==> src/rtl/hazard_stall_ctrl.sv <==
// Pipeline sequencer for the rv32i 5-stage core: load-use stall, taken-branch flush,
// data-memory wait freeze with timeout halt, and saturating stall/flush counters.
module hazard_stall_ctrl #(
  parameter int MAX_WAIT = 16,
  parameter int CNTW     = 32
) (
  input  logic            clk,
  input  logic            r,
  input  logic [4:0]      id_rs1,
  input  logic [4:0]      id_rs2,
  input  logic            id_use_rs1,
  input  logic            id_use_rs2,
  input  logic [4:0]      ex_rd,
  input  logic            ex_mem_read,
  input  logic            ex_br_taken,
  input  logic            mem_req,
  input  logic            mem_ready,
  output logic            pc_we,
  output logic            ifid_we,
  output logic            ifid_flush,
  output logic            idex_we,
  output logic            idex_flush,
  output logic            exmem_we,
  output logic            halted,
  output logic [CNTW-1:0] stall_cnt,
  output logic [CNTW-1:0] flush_cnt
);

  // wcnt must be able to hold MAX_WAIT, the value it reaches on the halting edge.
  localparam int WW = $clog2(MAX_WAIT + 1);
  localparam logic [WW-1:0] WAIT_LAST = WW'(MAX_WAIT - 1);

  typedef enum logic {
    RUN,
    HALT
  } state_t;

  typedef enum logic [2:0] {
    SEL_RESET,
    SEL_HALT,
    SEL_FREEZE,
    SEL_BRANCH,
    SEL_LOADUSE,
    SEL_NORMAL
  } sel_t;

  state_t          state_q, state_d;
  logic [WW-1:0]   wcnt_q, wcnt_d;
  logic [CNTW-1:0] stall_q, stall_d;
  logic [CNTW-1:0] flush_q, flush_d;
  logic            freeze;
  logic            lu;
  logic            rs1_hit;
  logic            rs2_hit;
  sel_t            sel;

  assign freeze  = mem_req & ~mem_ready;
  assign rs1_hit = id_use_rs1 & (id_rs1 == ex_rd);
  assign rs2_hit = id_use_rs2 & (id_rs2 == ex_rd);
  assign lu      = ex_mem_read & (ex_rd != 5'd0) & (rs1_hit | rs2_hit);

  // Reset is folded into the selector so the pipe is held flushed while r is high.
  always_comb begin
    sel = SEL_NORMAL;
    if (r)                     sel = SEL_RESET;
    else if (state_q == HALT)  sel = SEL_HALT;
    else if (freeze)           sel = SEL_FREEZE;
    else if (ex_br_taken)      sel = SEL_BRANCH;
    else if (lu)               sel = SEL_LOADUSE;
  end

  always_comb begin
    // NOTE: every output gets a default first so no path leaves one unassigned (no latches).
    pc_we      = 1'b1;
    ifid_we    = 1'b1;
    ifid_flush = 1'b0;
    idex_we    = 1'b1;
    idex_flush = 1'b0;
    exmem_we   = 1'b1;
    unique case (sel)
      SEL_RESET: begin
        pc_we      = 1'b0;
        ifid_we    = 1'b0;
        idex_we    = 1'b0;
        exmem_we   = 1'b0;
        ifid_flush = 1'b1;
        idex_flush = 1'b1;
      end
      SEL_HALT, SEL_FREEZE: begin
        pc_we    = 1'b0;
        ifid_we  = 1'b0;
        idex_we  = 1'b0;
        exmem_we = 1'b0;
      end
      SEL_BRANCH: begin
        ifid_flush = 1'b1;
        idex_flush = 1'b1;
      end
      SEL_LOADUSE: begin
        pc_we      = 1'b0;
        ifid_we    = 1'b0;
        idex_flush = 1'b1;
      end
      default: ;
    endcase
  end

  always_comb begin
    state_d = state_q;
    wcnt_d  = wcnt_q;
    stall_d = stall_q;
    flush_d = flush_q;
    if (state_q == RUN) begin
      if (freeze) begin
        wcnt_d = wcnt_q + 1'b1;
        if (wcnt_q == WAIT_LAST) state_d = HALT;
      end else begin
        wcnt_d = '0;
      end
      // Counters stick at all-ones rather than wrapping.
      if ((sel == SEL_FREEZE || sel == SEL_LOADUSE) && stall_q != '1)
        stall_d = stall_q + 1'b1;
      if (sel == SEL_BRANCH && flush_q != '1)
        flush_d = flush_q + 1'b1;
    end
  end

  always_ff @(posedge clk) begin
    // NOTE: sequential state uses non-blocking assignments so all registers update together.
    if (r) begin
      state_q <= RUN;
      wcnt_q  <= '0;
      stall_q <= '0;
      flush_q <= '0;
    end else begin
      state_q <= state_d;
      wcnt_q  <= wcnt_d;
      stall_q <= stall_d;
      flush_q <= flush_d;
    end
  end

  assign halted    = (state_q == HALT);
  assign stall_cnt = stall_q;
  assign flush_cnt = flush_q;

endmodule

==> config.mk <==
export PLATFORM = sky130hd
export DESIGN_NAME = hazard_stall_ctrl
export DESIGN_NICKNAME = d
export VERILOG_FILES = /design/src/rtl/hazard_stall_ctrl.sv
export SDC_FILE = /design/constraint.sdc
export NUM_CORES = 1
export LEC_CHECK = 0
export ABC_AREA = 1
export CAP_MARGIN = 20
export CORE_UTILIZATION = 40
export DETAILED_ROUTE_END_ITERATION = 12
export GPL_ROUTABILITY_DRIVEN = 0
export PLACE_DENSITY = 0.61
export SYNTH_ARGS = -nofsm -noshare
export SYNTH_HDL_FRONTEND = slang
export SYNTH_SLANG_ARGS = --single-unit
==> constraint.sdc <==
create_clock -name clk -period 3.4 [get_ports clk]
set_input_delay 1.02 -clock clk [delete_from_list [all_inputs] [get_ports clk]]
set_output_delay 1.02 -clock clk [all_outputs]
set_load 0.005 [all_outputs]
# Word-level counts from Yosys, hierarchy flattened
# Index checks and enable logic that the tools add are counted.
# word_totals
regBits	70
in_bits	23
output_inout_bits	71
word_cells	48
# classes
addsub	3
n_eq_ne	9
n_mux	13
n_bitwise	8
reduce_logical	11
# op_table
operator	n
32-bit by 1-bit adder with 32-bit output, second input constant	2
32-bit inequality test, second input constant	2
3-bit two-way mux	4
5-bit equality test	2
1-bit two-way mux	8
3-bit by 2-bit equality test with 1-bit output, second input constant	2
3-bit OR reduction	2
5-bit by 1-bit adder with 5-bit output, second input constant	1
1-bit AND	5
5-bit by 4-bit equality test with 1-bit output, second input constant	1
5-bit two-way mux	1
5-bit nonzero test	1
2-bit AND reduction	2
4-bit OR reduction	1
3-bit by 1-bit equality test with 1-bit output, second input constant	1
3-bit equality test, second input constant	1
3-bit zero test	1
1-bit logical AND	2
1-bit inverter	2
2-bit OR reduction	1
1-bit logical OR	1
1-bit OR	1

# Logic depth before layout (Yosys ltp)
# Gate-level depths: netlist of the first run.
# depth
word_depth	13
depth_mapped	13
ltp_nobuf	12

# Least setup slack after synthesis of the first run
# OpenSTA, ideal clock, no wires.
# synth_timing
kind	input to output
startpoint	input ex_rd[2]
endpoint	output pc_we
arrival_time_ns	2.103
t_required_ns	2.380
path_slack_ns	0.277
path_stages	11
n_path_buf	2
cell_sequence	inv_1 nand2_1 nand2_1 nor2_1 nand3_1 nand2_1 nand2_1 nand2_2 clkbuf_1 nor3_1 buf_4
# synth_via
elab_chain_cells	12
elab_cells_between_ends	19
cone_classes	eq/ne: 5; mux: 6; bitwise: 5; reduce/logical: 3
# synth_lines
item	line	text
from (decl)	13	input logic [4:0] ex_rd,
5-bit equality test, on equally long branches	58, 59	
1-bit AND, on equally long branches	58, 59	
1-bit OR	60	assign lu = ex_mem_read & (ex_rd != 5'd0) & (rs1_hit | rs2_hit);
1-bit AND (*)	60	
1-bit two-way mux (*)	69	else if (lu) sel = SEL_LOADUSE;
3-bit two-way mux (*)	68	else if (ex_br_taken) sel = SEL_BRANCH;
3-bit two-way mux (*)	67	else if (freeze) sel = SEL_FREEZE;
3-bit two-way mux (*)	66	else if (state_q == HALT) sel = SEL_HALT;
3-bit two-way mux (*)	65	if (r) sel = SEL_RESET;
3-bit by 2-bit equality test with 1-bit output, or another cell as far along	--	
4-bit OR reduction (no line) (*)	--	
1-bit two-way mux (*)	--	
to (decl)	18	output logic pc_we,
# Every way passes the cells marked *; elsewhere a longest branch is shown, timed or not.

# Worst setup path in the final report of the first run
# layout_timing
startpoint	input ex_rd[0]
endpoint	output ifid_we
# layout_via
elab_chain_cells	12
elab_cells_between_ends	19
cone_classes	eq/ne: 5; mux: 6; bitwise: 5; reduce/logical: 3
# layout_lines
item	line	text
5-bit equality test, on equally long branches	58, 59	
1-bit AND, on equally long branches	58, 59	
1-bit OR	60	
1-bit AND (*)	60	
1-bit two-way mux (*)	69	
3-bit two-way mux (*)	68	
3-bit two-way mux (*)	67	
3-bit two-way mux (*)	66	
3-bit two-way mux (*)	65	
3-bit by 2-bit equality test with 1-bit output, or another cell as far along	80	unique case (sel)
4-bit OR reduction (no line) (*)	--	
1-bit two-way mux (*)	80	
to (decl)	19	output logic ifid_we,
# Marks and branches as above.

==> results.py, run 1 <==
metrics = {
    "sta": {
        "fmax_mhz": 303,
        "slew_headroom_pct": 59.7,
        "rsz0062_at_grt": "no",
        "min_period_ps": 3300,
        "fin_setup_tns_ps": 0,
        "worstMarginPinSlew_ps": 605,
        "skew_ps": 5.69,
        "hold_violations": 0,
        "final_max_slew_viol_count": 0,
        "setup_violations": 0,
        "min_period_over_period_pct": 97.2,
    },
    "cts": {
        "clk_latency_ps": 340,
        "clkSinkCount": 70,
        "cts_made_buffers": 9,
        "tritoncts": "done",
        "h-tree-depth": 3,
        "path_clk_slew_ps": 50,
        "root_buffer": "clkbuf_16",
        "clockBufferDepth": 2,
    },
    "route": {
        "met1_length_um": 6270,
        "highest_layer": "met4",
        "via_count": 5165,
        "via_per_inst": 5.23,
        "drt_iter0_markers": 260,
        "wl_per_cell_um": 13.9,
        "post-route-drc-count": 0,
        "wirelength_um": 13700,
        "drt_pass1_iterations": 4,
        "drt.antenna.violating_nets": 0,
        "met3WireLength_um": 743,
        "wl_met2_um": 6450,
    },
    "cells_and_area": {
        "area_growth_syn_to_layout_pct": 29.4,
        "layout-drive-gt1-share_pct": 6.02,
        "instances_no_fill": 987,
        "fin_nets": 869,
        "n_fill_cell": 1135,
        "final_util_pct": 53.8,
        "antenna_cells": 0,
    },
    "grt": {
        "antenna_found_initial": 0,
        "grt_pass1_wl_um": 22500,
        "grt_max_degree": 56,
        "grt_pass1_vias": 4842,
        "grt-ovfl-total": 0,
        "grtUsageTotal_pct": 24.3,
    },
    "synth": {
        "syn-cell-area_um2": 4590,
        "synth-compound-area-share_pct": 7.25,
        "async_flop_share_pct": 0,
        "syn_inst": 754,
        "yosys.area_share.simple_pct": 46.6,
        "synthesis.nets": 781,
        "synth_ff_type": "dfxtp_1",
        "synth_edf_count": 0,
        "synth_top_family_by_area": "simple AND/OR/NAND/NOR gates",
        "synthAdderAreaFrac_pct": 1.09,
        "synthMuxAreaShare_pct": 0,
        "yosysWarnings": 0,
        "ys_ff_latch": 70,
        "yosysSeqAreaShare_pct": 30.5,
        "synthXorXnorAreaFrac_pct": 6.87,
        "synth.avg_cell_area_um2": 6.09,
        "synth_cell_type_count": 29,
    },
    "floorplan": {
        "fp.dieH_um": 109,
        "die_w_um": 109,
        "die-area_um2": 11900,
        "initial_core_util_pct": 41.6,
        "io_pins": 94,
        "row_count": 38,
        "core-area_um2": 11000,
    },
    "job": {
        "max_cap_viol_count": 0,
    },
    "setup_path": {
        "cp_max_fo": 3,
        "path_class": "input pin to output pin",
        "critPathRequiredTime_ps": 2380,
        "cp.arrival_ps": 2280,
        "cp-end-kind": "output pin",
        "startpoint_type": "input pin",
    },
    "power_and_ir_drop": {
        "p_per_area_nw_per_um2": 333,
        "finalPower_mw": 1.98,
        "p_leak_nw": 2.18,
        "ir_drop_mv": 0.376,
    },
    "placement": {
        "dpl.hpwl_um": 9810,
        "dp_cells": 969,
        "io_buffers": 93,
    },
    "status": {
        "outcome": "completed",
    },
    "worst_hold_path": {
        "hp-class": "register to register",
    },
}
-- stage by stage --
| stage | hold WS [ps] | instance area (um^2) | setup WS (ps) |
|---|---|---|---|
| 4_1_cts | 517 | 5940 | 6.76 |
| 2_1_floorplan | 457 | 4590 | 277 |
| 6_report | 514 | 5940 | 96.8 |
| 5_1_grt | 552 | 5940 | 4.94 |
| 3_3_place_gp | 468 | 5620 | -358 |
| 3_5_place_dp | 504 | 5620 | -409 |
-- final cells by class --
type                    count  area [um^2]  area share (%)
repair buffers            107         1010            17.0
clock inverters             6         86.3            1.45
well taps                 140          175            2.95
multi-input cells         604         2850            48.0
inverters                  50          188            3.16
flip-flops and latches     70         1400            23.6
clock buffers              10          229            3.86
-- Yosys cell counts, drive strengths merged (2+ instances only) --
master    n  area share, %
nand2   279             23
ha        4            1.1
dfxtp    70             31
inv      49            4.0
nand3    23            2.8
a21oi    58            6.3
o21ai     7           0.76
clkbuf   15            1.2
buf      15            2.3
xor2     27            5.2
nor2    116            9.8
nand4    39            5.3
nand3b   17            2.8
nor3     20            2.3
xnor2     9            1.7
nor3b     2           0.33
-- per-layer routing --
layer | vias to the layer above | global-route usage, %
met5 | - | 0
li1 | 2606 | -
met3 | 28 | 4.66
met4 | 0 | 8.98
met2 | 163 | 41.2
met1 | 2368 | 30.3
-- final timing paths --
| check | slack [ps] | to | cells after the start | start |
|---|---|---|---|---|
| hold / removal | 510 | wcnt_q[4]$_SDFFE_PP0N_ | 2 | wcnt_q[4]$_SDFFE_PP0N_ |
| setup / recovery | 100 | ifid_we | 10 | ex_rd[0] |
| hold reg to reg | 510 | wcnt_q[4]$_SDFFE_PP0N_ | 2 | wcnt_q[4]$_SDFFE_PP0N_ |
| setup reg to reg | 1010 | stall_cnt[6]$_SDFFE_PP0P_ | 10 | stall_cnt[0]$_SDFFE_PP0P_ |
-- repair_timing --
action                                  4_1_cts  5_1_grt
pin swaps                                     2        1
endpoints found under the setup margin        6        3
gates cloned                                  0        0
buffers inserted                              2        0
hold buffers                                  0        0
resized for setup                            21        3
-- worst max-delay path, cell delays in order --
cell	delay, ps
clkdlybuf4s50_1	500
inv_1	70
nor2_1	90
nor2_1	50
nand3_1	70
nand2_1	60
nand2_2	70
nand2_2	60
nor3_2	130
buf_2	150
-- state kept, by name, summed over array words and instances (netlist names) --
signal	cells
halted	1
flush_cnt	32
wcnt_q	5
stall_cnt	32
-- power breakdown --
part	internal [mW]	switching (mW)	total [mW]	leakage, nW
registers	0.823	0.00417	0.828	0.564
logic	0.0547	0.0801	0.135	1.47
clock network	0.641	0.374	1.01	0.152
total	1.52	0.458	1.98	2.18
-- cell usage in the layout, fill, tap and decap left out, drive strengths merged, types with 20 or more instances in the layout --
| cell | synthesis | layout |
|---|---|---|
| xor2 | 27 | 27 |
| nand3 | 23 | 23 |
| nor3 | 20 | 20 |
| dfxtp | 70 | 70 |
| nand2 | 279 | 279 |
| nand4 | 39 | 39 |
| clkdlybuf4s50 | 0 | 83 |
| inv | 49 | 49 |
| a21oi | 58 | 58 |
| nor2 | 116 | 116 |
-- cell families (layout without fill, tap and decap cells) --
family,count (synthesis),in the layout
adders and majority gates,4,4
xor gates and xnor gates,36,36
buffers and inverters,80,173
and+or+nand+nor,498,498
AOI/OAI and AO/OA,66,66
DFF,70,70
Note: power is estimated with default switching activity, not from simulation.
==> run 2, diff against run 1 <==
--- a/config.mk
+++ b/config.mk
@@ -7,6 +7,7 @@
 export LEC_CHECK = 0
 export ABC_AREA = 1
 export CAP_MARGIN = 20
+export CORE_MARGIN = 4
 export CORE_UTILIZATION = 40
 export DETAILED_ROUTE_END_ITERATION = 12
 export GPL_ROUTABILITY_DRIVEN = 0
==> run 2 against run 1 <==
- worst setup slack improved by 27 ps
- fmax is 0.83% higher
- clock power is essentially flat
- largest cell class unchanged
- largest power group unchanged
- clock-buffer cell count is 1 lower
- critical endpoint is now idex_flush
- global-route usage is 3.4 points lower
- critical path type unchanged
- die area rose by 11%
- sequential power hardly changed
- final cell count shrank 0.10%
- flip-flop and latch count did not move
- first-iteration DRC count grew 66%
==> results.py, run 2 (synthesis results as in run 1) <==
metrics = {
    "setup_path": {
        "critPathBufInv": 3,
        "cp-end-kind": "output pin",
        "cp.arrival_ps": 2260,
        "path_delay_family": "buffers and inverters",
        "r2r-end": "stall_cnt[2]$_SDFFE_PP0P_",
        "slowest_delay_ps": 500,
        "r2r-start": "stall_cnt[0]$_SDFFE_PP0P_",
        "worst-path-stages": 10,
        "crit_chain": "clkdlybuf4s50_1, inv_1, nand2_1, nand2_1, nor2_1, nand3_1, nand2_1, nand2_1, o21bai_1, clkbuf_2",
        "path_class": "input pin to output pin",
        "critPathRequiredTime_ps": 2380,
        "r2r_setup_slack_ps": 1010,
        "reg2reg_depth": 10,
        "cp_slowest_cell": "clkdlybuf4s50_1",
        "cp_max_fo": 2,
        "startpoint_type": "input pin",
        "cpMostUsedCell": "nand2_1",
    },
    "floorplan": {
        "initial_core_util_pct": 41.6,
        "die-area_um2": 13200,
        "die_w_um": 115,
        "core-area_um2": 11000,
        "row_count": 38,
        "io_pins": 94,
        "fp.dieH_um": 115,
    },
    "power_and_ir_drop": {
        "ir_drop_mv": 0.236,
        "p_per_area_nw_per_um2": 335,
        "p_leak_nw": 2.20,
    },
    "cells_and_area": {
        "multi_input_area_um2": 2850,
        "finalInstanceArea_um2": 5940,
        "final_cell_mix": "nand2_1, nor2_1, clkdlybuf4s50_1",
        "n_fill_cell": 1154,
        "fin_nets": 867,
        "area_growth_syn_to_layout_pct": 29.4,
        "final_util_pct": 53.8,
        "final_common_cell": "nand2_1",
        "layout-drive-gt1-share_pct": 5.92,
        "regArea_um2": 1400,
    },
    "worst_hold_path": {
        "hp-class": "register to register",
        "min_from": "wcnt_q[4]$_SDFFE_PP0N_",
        "hold_depth": 2,
        "hold-path-endpoint": "wcnt_q[4]$_SDFFE_PP0N_",
    },
    "placement": {
        "io_buffers": 93,
        "place_ws_ps": -388,
        "place_area_um2": 5620,
        "dpl.hpwl_um": 10100,
    },
    "sta": {
        "fmax_mhz": 305,
        "min_period_over_period_pct": 96.4,
        "rsz0062_at_grt": "yes",
        "final_max_slew_viol_count": 0,
        "setup_violations": 0,
        "setup_ws_ps": 124,
        "hold_violations": 0,
        "fin_setup_tns_ps": 0,
        "skew_ps": 7.90,
        "min_period_ps": 3280,
        "worstMarginPinSlew_ps": 614,
        "slew_headroom_pct": 59.1,
    },
    "cts": {
        "postCtsSetupRepairBufs": 0,
        "clkSinkCount": 70,
        "path_clk_slew_ps": 60,
        "tritoncts": "done",
        "clk_latency_ps": 340,
        "h-tree-depth": 3,
        "cts_made_buffers": 9,
        "clockBufferDepth": 2,
        "hold_buffers": 0,
        "root_buffer": "clkbuf_16",
    },
    "route": {
        "via_per_inst": 5.18,
        "post-route-drc-count": 0,
        "wl_per_cell_um": 13.9,
        "drt_iter0_markers": 431,
        "highest_layer": "met4",
        "wirelength_um": 13700,
        "drt.antenna.violating_nets": 0,
        "drt_pass1_iterations": 5,
        "met3WireLength_um": 810,
        "wl_met2_um": 6560,
        "via_count": 5107,
        "met1_length_um": 6120,
    },
    "grt": {
        "grt_pass1_vias": 4998,
        "grt_max_degree": 57,
        "grtUsageTotal_pct": 20.9,
        "antenna_found_initial": 0,
        "grt-ovfl-total": 0,
        "grt_pass1_wl_um": 22800,
    },
    "status": {
        "outcome": "completed",
    },
    "job": {
        "max_cap_viol_count": 0,
    },
}
## run 2: cell types whose count changed in the layout (fill, tap and decap cells not counted), sizes merged
| cell | before | now |
|---|---|---|
| dlymetal6s2s | 0 | 2 |
| dlygate4sd2 | 6 | 5 |
| clkdlybuf4s50 | 83 | 82 |
| diode | 0 | 1 |
| clkinv | 4 | 3 |
| buf | 17 | 13 |
| clkbuf | 11 | 12 |
| inv | 49 | 51 |
## run 2: what timing repair did
action / CTS / global route
endpoints found under the hold margin: 0 / 0
setup endpoints to repair: 6 / 5
pin swaps: 0 / 1
resized for setup: 16 / 7
## run 2: per-layer routing
layer | vias up | track usage, %
met5 | - | 0
met4 | 0 | 7.59
met3 | 21 | 4.47
met2 | 159 | 34.9
met1 | 2320 | 26.6
li1 | 2607 | -
## run 2: power by group
| part | internal, mW | total [mW] | switching (mW) |
|---|---|---|---|
| Sequential | 0.823 | 0.827 | 0.00403 |
| Combinational | 0.0535 | 0.132 | 0.0783 |
| Clock | 0.645 | 1.03 | 0.385 |
| Total | 1.52 | 1.99 | 0.467 |
## run 2: area by class of cell
| type | count | share of cell area [%] |
|---|---|---|
| clock buffer | 9 | 3.79 |
| antenna | 1 | 0.0421 |
| tap | 140 | 2.95 |
| clock inverter | 7 | 1.60 |
| sequential | 70 | 23.6 |
| multi-input combinational | 604 | 48.0 |
| inverter | 50 | 3.16 |
| timing repair buffer | 105 | 16.8 |
## run 2: worst min-delay path, cell delays in order, from the launching register on
cell and delay (ps):
dfxtp_1 330, a21oi_1 70, nor2_1 70
## run 2: worst max path at each step
stage / start / end / slack [ps]
floorplan: ex_rd[2] / pc_we / 280
global placement: ex_rd[0] / pc_we / -360
detailed placement: ex_rd[4] / ifid_we / -390
CTS: mem_ready / exmem_we / 5
global route: ex_rd[2] / idex_flush / -10
finish: id_rs1[3] / idex_flush / 120
## run 2: per-stage QoR
step | hold WS [ps] | power [mW] | instances
CTS | 506 | 2.02 | 985
floorplan | 457 | 0.921 | 754
finish | 504 | 1.99 | 986
global placement | 472 | 0.981 | 969
global route | 535 | 2.06 | 985
detailed placement | 493 | 0.982 | 969
